--- src/rtl/move_sequencer_pkg.sv ---
// ============================================================================
//  move_sequencer_pkg
//  Cell codes, FSM state encoding, win-line table and board helpers.
//  Revision: 1.0
// ============================================================================
`default_nettype none

package move_sequencer_pkg;

  typedef enum logic [1:0] {
    CELL_EMPTY  = 2'b00,
    CELL_PLAYER = 2'b01,
    CELL_COMP   = 2'b10
  } cell_e;

  typedef enum logic [2:0] {
    ST_IDLE    = 3'd0,
    ST_P_CHECK = 3'd1,
    ST_EVAL    = 3'd2,
    ST_C_REQ   = 3'd3,
    ST_OVER    = 3'd4
  } state_e;

  localparam int c_num_cells = 9;
  localparam int c_num_lines = 8;

  localparam int c_win_lines [c_num_lines][3] = '{
    '{0, 1, 2}, '{3, 4, 5}, '{6, 7, 8},
    '{0, 3, 6}, '{1, 4, 7}, '{2, 5, 8},
    '{0, 4, 8}, '{2, 4, 6}
  };

  // Out-of-range indices read as 11 so they never look empty.
  function automatic logic [1:0] cell_at(input logic [17:0] b, input logic [3:0] idx);
    logic [1:0] r;
    r = 2'b11;
    for (int i = 0; i < c_num_cells; i++) begin
      if (idx == 4'(i)) r = b[2*i +: 2];
    end
    return r;
  endfunction

  function automatic logic [17:0] set_cell(input logic [17:0] b, input logic [3:0] idx,
                                           input logic [1:0] code);
    logic [17:0] r;
    r = b;
    for (int i = 0; i < c_num_cells; i++) begin
      if (idx == 4'(i)) r[2*i +: 2] = code;
    end
    return r;
  endfunction

  function automatic logic board_full(input logic [17:0] b);
    logic r;
    r = 1'b1;
    for (int i = 0; i < c_num_cells; i++) begin
      if (b[2*i +: 2] == CELL_EMPTY) r = 1'b0;
    end
    return r;
  endfunction

endpackage

`default_nettype wire

--- src/rtl/move_sequencer_if.sv ---
// ============================================================================
//  move_sequencer_if
//  Request/valid handshake between the sequencer and the computer move engine.
//  Revision: 1.0
// ============================================================================
`default_nettype none

interface move_sequencer_if;
  logic       comp_req;
  logic       comp_valid;
  logic [3:0] comp_pos;

  modport master (output comp_req, input comp_valid, input comp_pos);
  modport slave  (input comp_req, output comp_valid, output comp_pos);
endinterface

`default_nettype wire

--- src/rtl/move_sequencer_line_checker.sv ---
// ============================================================================
//  line_checker
//  Flags any of the 8 win lines fully owned by i_mark; lowest line index wins.
//  Revision: 1.0
// ============================================================================
`default_nettype none

module line_checker
  import move_sequencer_pkg::*;
(
  input  wire logic [17:0] i_board,
  input  wire logic [1:0]  i_mark,
  output logic             o_line_hit,
  output logic [2:0]       o_line_idx
);

  always_comb begin
    o_line_hit = 1'b0;
    o_line_idx = 3'd0;
    for (int l = c_num_lines - 1; l >= 0; l--) begin
      if (i_board[2*c_win_lines[l][0] +: 2] == i_mark &&
          i_board[2*c_win_lines[l][1] +: 2] == i_mark &&
          i_board[2*c_win_lines[l][2] +: 2] == i_mark) begin
        o_line_hit = 1'b1;
        o_line_idx = l[2:0];
      end
    end
  end

endmodule

`default_nettype wire

--- src/rtl/move_sequencer.sv ---
// ============================================================================
//  move_sequencer
//  Turn controller and board owner for the 3x3 game: validates moves, judges
//  win/draw and hands the turn to the computer engine with a timeout.
//  Revision: 1.0
// ============================================================================
`default_nettype none

module move_sequencer
  import move_sequencer_pkg::*;
#(
  parameter int TIMEOUT = 255,
  parameter int TW      = 8
) (
  input  wire logic         clock,
  input  wire logic         reset,
  input  wire logic         start,
  input  wire logic         play,
  input  wire logic [3:0]   player_pos,
  move_sequencer_if.master  comp,
  output logic [17:0]       board,
  output logic              wrong_move,
  output logic              comp_err,
  output logic              filled,
  output logic              win,
  output logic [1:0]        winner,
  output logic              timeout,
  output logic              busy
);

  state_e        r_state;
  cell_e         r_mover;
  logic [17:0]   r_board;
  logic [3:0]    r_pos;
  logic [TW-1:0] r_cnt;
  logic          r_comp_req;
  logic          r_wrong_move;
  logic          r_comp_err;
  logic          r_win;
  logic [1:0]    r_winner;
  logic          r_timeout;

  logic          w_line_hit;
  logic [2:0]    w_line_idx_unused;
  logic          w_filled;
  logic [TW-1:0] w_cnt_next;
  logic          w_comp_ok;

  line_checker u_line_checker (
    .i_board    (r_board),
    .i_mark     (r_mover),
    .o_line_hit (w_line_hit),
    .o_line_idx (w_line_idx_unused)
  );

  assign w_filled   = board_full(r_board);
  assign w_cnt_next = r_cnt + 1'b1;
  assign w_comp_ok  = comp.comp_valid && (cell_at(r_board, comp.comp_pos) == CELL_EMPTY);

  always_ff @(posedge clock or negedge reset) begin
    if (!reset) begin
      r_state      <= ST_IDLE;
      r_mover      <= CELL_EMPTY;
      r_board      <= '0;
      r_pos        <= '0;
      r_cnt        <= '0;
      r_comp_req   <= 1'b0;
      r_wrong_move <= 1'b0;
      r_comp_err   <= 1'b0;
      r_win        <= 1'b0;
      r_winner     <= 2'b00;
      r_timeout    <= 1'b0;
    end else begin
      r_wrong_move <= 1'b0;
      r_comp_err   <= 1'b0;
      if (start) begin
        r_state    <= ST_IDLE;
        r_mover    <= CELL_EMPTY;
        r_board    <= '0;
        r_cnt      <= '0;
        r_comp_req <= 1'b0;
        r_win      <= 1'b0;
        r_winner   <= 2'b00;
        r_timeout  <= 1'b0;
      end else begin
        case (r_state)
          ST_IDLE: begin
            if (play) begin
              r_pos   <= player_pos;
              r_state <= ST_P_CHECK;
            end
          end
          ST_P_CHECK: begin
            if (cell_at(r_board, r_pos) != CELL_EMPTY) begin
              r_wrong_move <= 1'b1;
              r_state      <= ST_IDLE;
            end else begin
              r_board <= set_cell(r_board, r_pos, CELL_PLAYER);
              r_mover <= CELL_PLAYER;
              r_state <= ST_EVAL;
            end
          end
          ST_EVAL: begin
            if (w_line_hit) begin
              r_win    <= 1'b1;
              r_winner <= r_mover;
              r_state  <= ST_OVER;
            end else if (w_filled) begin
              r_winner <= 2'b00;
              r_state  <= ST_OVER;
            end else if (r_mover == CELL_PLAYER) begin
              r_cnt      <= '0;
              r_comp_req <= 1'b1;
              r_state    <= ST_C_REQ;
            end else begin
              r_state <= ST_IDLE;
            end
          end
          ST_C_REQ: begin
            r_cnt <= w_cnt_next;
            // A legal move on the deadline cycle beats the forfeit.
            if (w_comp_ok) begin
              r_board    <= set_cell(r_board, comp.comp_pos, CELL_COMP);
              r_mover    <= CELL_COMP;
              r_comp_req <= 1'b0;
              r_state    <= ST_EVAL;
            end else begin
              r_comp_err <= comp.comp_valid;
              if (w_cnt_next == TW'(TIMEOUT)) begin
                r_timeout  <= 1'b1;
                r_win      <= 1'b1;
                r_winner   <= CELL_PLAYER;
                r_comp_req <= 1'b0;
                r_state    <= ST_OVER;
              end
            end
          end
          ST_OVER: begin
            r_state <= ST_OVER;
          end
          default: begin
            r_comp_req <= 1'b0;
            r_state    <= ST_IDLE;
          end
        endcase
      end
    end
  end

  assign comp.comp_req = r_comp_req;
  assign board         = r_board;
  assign wrong_move    = r_wrong_move;
  assign comp_err      = r_comp_err;
  assign filled        = w_filled;
  assign win           = r_win;
  assign winner        = r_winner;
  assign timeout       = r_timeout;
  assign busy          = (r_state != ST_IDLE) && (r_state != ST_OVER);

endmodule

`default_nettype wire

--- src/flat_wrapper.sv ---
// flat-port wrapper written by rule: the top's interface ports become plain ports
module move_sequencer_flat import move_sequencer_pkg::*;
#(
  parameter int TIMEOUT = 255,
  parameter int TW      = 8
)
  (clock, reset, start, play, player_pos, board, wrong_move, comp_err, filled, win, winner, timeout, busy, comp_comp_req, comp_comp_valid, comp_comp_pos);
  move_sequencer_if comp_i ();
  input  wire logic clock;
  input  wire logic reset;
  input  wire logic start;
  input  wire logic play;
  input  wire logic [3:0] player_pos;
  output logic [17:0] board;
  output logic wrong_move;
  output logic comp_err;
  output logic filled;
  output logic win;
  output logic [1:0] winner;
  output logic timeout;
  output logic busy;
  output wire logic [$bits(comp_i.comp_req)-1:0] comp_comp_req;
  input wire logic [$bits(comp_i.comp_valid)-1:0] comp_comp_valid;
  input wire logic [$bits(comp_i.comp_pos)-1:0] comp_comp_pos;
  assign comp_comp_req = comp_i.comp_req;
  assign comp_i.comp_valid = comp_comp_valid;
  assign comp_i.comp_pos = comp_comp_pos;
  move_sequencer #(.TIMEOUT(TIMEOUT), .TW(TW)) u_core (.clock(clock), .reset(reset), .start(start), .play(play), .player_pos(player_pos), .comp(comp_i), .board(board), .wrong_move(wrong_move), .comp_err(comp_err), .filled(filled), .win(win), .winner(winner), .timeout(timeout), .busy(busy));
endmodule
--- config.mk ---
export PLATFORM = sky130hd
export DESIGN_NAME = move_sequencer_flat
export DESIGN_NICKNAME = d
export VERILOG_FILES = /design/src/rtl/move_sequencer_pkg.sv /design/src/rtl/move_sequencer_if.sv /design/src/rtl/move_sequencer_line_checker.sv /design/src/rtl/move_sequencer.sv /design/src/flat_wrapper.sv
export SDC_FILE = /design/constraint.sdc
export NUM_CORES = 1
export LEC_CHECK = 0
export CORE_AREA = 2 2 73 75
export CTS_CLUSTER_DIAMETER = 30
export DETAILED_ROUTE_END_ITERATION = 10
export DIE_AREA = 0 0 75 77
export HOLD_SLACK_MARGIN = 0.02
export PLACE_DENSITY_LB_ADDON = 0.15
export RECOVER_POWER = 50
export SLEW_MARGIN = 20
export SYNTH_ARGS = -nofsm -noshare
export SYNTH_HDL_FRONTEND = slang
export SYNTH_SLANG_ARGS = --single-unit
--- constraint.sdc ---
create_clock -name clock -period 6.05 [get_ports clock]
set_input_delay 1.815 -clock clock [delete_from_list [all_inputs] [get_ports clock]]
set_output_delay 1.815 -clock clock [all_outputs]
set_load 0.1 [all_outputs]
-- Word-level counts from Yosys, hierarchy flattened
Cells that the tools add are included.
- shift operators: 0
- $lt $le $gt $ge: 0
- bitwise operators: 1
- muxes and demuxes: 103
- equality and inequality tests: 63
- multiply operators: 0
- divide/modulo/power cells: 0
- reductions and logical operators: 55
- $add $sub $neg: 1
- operators by type and width (kind ; count):
    2-bit 2-to-1 mux ; 48
    3-bit by 2-bit != test with 1-bit output, second input constant ; 21
    18-bit 2-to-1 mux ; 3
    5-bit AND reduction ; 10
    18-bit case mux with 2 select lines ; 1
    1-bit 2-to-1 mux ; 35
    4-bit by 3-bit equality test with 1-bit output, second input constant ; 8
    8-bit 2-to-1 mux ; 4
    3-bit != test, second input constant ; 7
    2-bit logical NOT ; 10
    2-bit equality test ; 9
    1-bit logical AND ; 18
    3-bit 2-to-1 mux ; 6
    4-bit by 2-bit equality test with 1-bit output, second input constant ; 4
    8-bit case mux with 2 select lines ; 1
    3-bit case mux with 5 select lines ; 1
    4-bit AND reduction ; 3
    3-bit AND reduction ; 3
    3-bit nonzero test ; 3
    8-bit by 1-bit adder with 8-bit output, second input constant ; 1
    4-bit by 1-bit equality test with 1-bit output, second input constant ; 2
    4-bit equality test, second input constant ; 2
    8-bit equality test, second input constant ; 1
    4-bit logical NOT ; 2
    16 further kinds ; 20
- bits in registers: 42
- output and inout port bits: 27
- latch bits: 0
- memories: 0
- memory bits (read-only): 0
- memory bits (writable): 0
- bits of input ports: 13
- word-level logic and storage cells: 242

-- Depth between registers and ports, before layout
- depth in word-level cells: 16
- mapped depth: 9
- depth with buffers taken out: 7

-- By module
A second synthesis with hierarchy kept.
- cell total of the unflattened synthesis: 373
- area total of the unflattened synthesis: 3099.2 sq um
- by module, submodules not included (module ; sequential area each (sq um) ; area each (sq um) ; cells an instance ; times used):
    move_sequencer ; 1051.0 ; 2600.0 ; 304 ; 1
    line_checker ; 0.0 ; 499.2 ; 69 ; 1

-- Worst setup path after synthesis
Ideal clock, no wire load.
- path kind: reg-to-output
- start point: register u_core.r_board[13], in the netlist u_core.board[13]
- end point: output port filled
- stages on the path, launching flop included: 5
- path buffers: 1
- required time: 4.235 ns
- path slack: 0.209 ns
- arrival: 4.026 ns
- cell sequence: dfrtp_1 -> clkbuf_1 -> o22ai_1 -> or4_1 -> nor3_1
- word-level cells in the longest chain between the ends: 4
- RTL lines (element ; RTL line ; text):
    from (decl) ; move_sequencer.sv:33 ; logic [17:0] r_board;
    from (signal assigned) ; move_sequencer.sv:98 ; r_board <= set_cell(r_board, r_pos, CELL_PLAYER);
    from (signal assigned) ; move_sequencer.sv:123 ; r_board <= set_cell(r_board, comp.comp_pos, CELL_COMP);
    2-bit logical NOT ; move_sequencer_pkg.sv:57 ; if (b[2*i +: 2] == CELL_EMPTY) r = 1'b0;
    1-bit 2-to-1 mux (3 in series) ; move_sequencer_pkg.sv:57 ;
    to (decl) ; flat_wrapper.sv:17 ; output logic filled;
Every way passes these cells.

-- Worst setup path after layout
Ends and elaborated chain as after synthesis.

==> impl_metrics.py <==
metrics = {
    "route": {
        "num_vias": 2951,
        "ant_nets": 0,
        "dr.pass1.iters": 5,
        "avgRoutedWirePerCell_microns": 18.1,
        "drc": 0,
        "finalWirelength_mm": 7.99,
        "first_iter_violations": 362,
        "viasPerCell": 6.68,
    },
    "grt": {
        "overflow": 0,
        "grt_pass1_vias": 2611,
        "grt_use_total_pct": 29.3,
        "antenna_found_initial": 0,
        "grt_pass1_wl_mm": 13.0,
        "grt_max_degree": 43,
    },
    "final_layout": {
        "area_growth_pct": 14.9,
        "layout_commonest_cell": "dfrtp_1",
        "layout-drive-gt1-share_pct": 6.99,
        "final_cell_mix": "dfrtp_1, clkdlybuf4s50_1, nor2_1",
        "final_area_sq_um": 3370,
        "final_nets": 387,
        "diodes": 0,
        "nFillCells": 423,
    },
    "sta": {
        "rsz0062_at_grt": "no",
        "timing.fmax_mhz": 203,
        "drv_slew": 43,
        "fin_crit_sh_pct": 81.5,
        "setup-tns-final_ns": 0,
        "fin_ws_ns": 1.12,
        "period_needed_ns": 4.93,
        "slew_headroom_pct": -48.9,
        "hold_viol_final": 0,
        "hold_ws_ns": 0.509,
        "tightest_slew_ns": 2.23,
        "finalSetupViolations": 0,
        "fin_skew_ns": 0.0120,
    },
    "place": {
        "portBuffers": 39,
        "dpl-instance-area_sq_um": 3300,
        "dp_slack_ns": 1.43,
        "dp_hpwl_mm": 5.65,
        "routabilityCongestion": 0.956,
    },
    "clocking": {
        "cts_buffers": 5,
        "postCtsSetupBuffers": 0,
        "clock-sinks": 42,
        "cts_resized": 0,
        "cts_tree": "built",
        "worstSkewPairLatency_ns": 0.30,
        "clk_transition_reported_paths_ns": 0.08,
        "cts_max_path_buffers": 2,
        "cts_root_buffer": "clkbuf_8",
        "htree_levels": 2,
        "hold_buffers": 0,
    },
    "yosys": {
        "synth_top_area_cell": "dfrtp_1",
        "synth_nets": 366,
        "synth_edf_count": 0,
        "synth_ff_type": "dfrtp_1",
        "syn_area_sq_um": 2940,
        "syn_avg_cell_area_sq_um": 8.36,
        "synth-seq-cells": 42,
        "syn_inst": 351,
        "synthArstFlopShare_pct": 100,
        "seq_area_frac_synth_pct": 35.8,
        "yosysWarnings": 0,
        "yosys-top-cells-area": "dfrtp_1, nor3_1, nor2_1",
        "synth_top_area_share_pct": 35.8,
        "ys_types": 62,
    },
    "die": {
        "core_sq_um": 4980,
        "start_util_pct": 59.0,
        "rows": 26,
        "die_w_microns": 75,
        "dieArea_sq_um": 5780,
        "num_io_pins": 40,
        "die_y_microns": 77,
    },
    "critical_path": {
        "start_kind": "flip-flop",
        "crit_required_ns": 4.24,
        "cp_max_fo": 11,
        "crit_type": "flip-flop to output port",
        "end_kind": "output port",
        "cp.arrival_ns": 3.11,
    },
    "power_and_ir_drop": {
        "p_per_area_nw_per_um2": 256,
        "power_leakage_uw": 0.00140,
        "ir_drop_v": 0.000166,
    },
    "min_path": {
        "min_path_type": "flip-flop to flip-flop",
    },
    "job": {
        "cap_viol_max_count": 1,
    },
    "run_status": {
        "failed_checks": "capacitance limit, slew limit",
        "status": "finished, violations left",
    },
}
==> final timing paths <==
| check | startpoint | to | slack (ns) | cells after the start |
|---|---|---|---|---|
| hold / removal | u_core.timeout | u_core.timeout | 0.51 | 2 |
| setup reg to reg | u_core.r_pos[0] | u_core.board[3] | 3.17 | 7 |
| hold reg to reg | u_core.timeout | u_core.timeout | 0.51 | 2 |
| max in group asynchronous | reset | u_core.board[8] | 2.60 | 1 |
| setup / recovery | u_core.board[13] | filled | 1.12 | 4 |
| min in group asynchronous | reset | u_core.board[5] | 2.18 | 1 |
==> sequential cells by signal, indices dropped and copies added, names as in the netlist <==
signal                count
u_core.winner             2
u_core.board             18
u_core.comp_err           1
u_core.r_state            3
u_core.timeout            1
u_core.r_mover            2
u_core.r_pos              4
u_core.comp.comp_req      1
u_core.r_cnt              8
u_core.wrong_move         1
u_core.win                1
==> cell families (layout without fill, tap and decap cells) <==
| family | Yosys count | in the layout | share of synthesized area, % |
|---|---|---|---|
| AOI/OAI and AO/OA | 99 | 99 | 24.5 |
| xor gates and xnor gates | 9 | 9 | 2.69 |
| muxes | 6 | 6 | 2.22 |
| adders and majority gates | 2 | 2 | 0.852 |
| buffers and inverters | 36 | 57 | 5.24 |
| DFF | 42 | 42 | 35.8 |
| and+or+nand+nor | 157 | 157 | 28.7 |
==> power breakdown <==
group / internal [uW] / switching (uW) / total [uW]
Sequential: 303 / 62.8 / 366
Combinational: 104 / 218 / 323
Clock: 77.6 / 96.5 / 174
==> metal layers <==
layer | wire length, microns | GRT usage, % | part of all wire, %
met1 | 3310 | 41.7 | 41
met2 | 3670 | 44.1 | 46
met3 | 715 | 4.20 | 8.9
met4 | 301 | 12.5 | 3.8
met5 | 0 | 0 | 0
==> layout make-up <==
cell class / instances / area (sq um) / share of cell area (%)
clock inverter: 2 / 10.0 / 0.297
multi-input combinational: 273 / 1730 / 51.3
tap: 70 / 87.6 / 2.60
clock buffer: 5 / 68.8 / 2.04
inverter: 11 / 41.3 / 1.22
sequential: 42 / 1050 / 31.2
timing repair buffer: 39 / 384 / 11.4
==> cells in the mapped netlist (2+ instances only) <==
library cell   n
ha_1           2
o22ai_1       12
a31oi_1        4
nand3_1       11
a32o_1         2
nand2b_1       5
or2_2          2
buf_6          2
o2bb2ai_1      4
a22oi_1        3
a22o_1         2
mux2i_1        2
dfrtp_1       42
buf_2          3
o31ai_2        2
a2bb2oi_1      2
or3_1          2
mux2_2         4
xor2_1         6
xnor2_1        3
a21oi_1       20
o211ai_1       2
o22a_1         6
nand4_1        3
nor4_1         3
nor3_1        30
a211oi_1       3
a31o_1         3
nand2_1       23
or4_1          3
a311oi_1       2
o32a_1         2
o21ai_1       10
clkbuf_1      19
and3_1        15
or3b_2         2
nor4bb_1       2
and4_1         2
nor3b_1        7
o21ai_0       10
inv_1         11
nor2_1        32
nor2b_1        7
==> worst max-delay path, cell delays in order, from the launching register on <==
cell,delay (ns)
dfrtp_1,0.53
o22ai_1,0.13
or4_1,0.54
nor3_1,0.41
clkdlybuf4s50_1,1.22
==> metrics by stage <==
stage                     power (uW)  util, %  std cells
final                            863     67.8        442
after floorplan                  608        -        351
after global routing             904     67.8        442
after detailed placement         689     66.2        435
after global placement           686     66.2        435
after CTS                        859     67.8        442
Power figures use the tool's default switching activity.
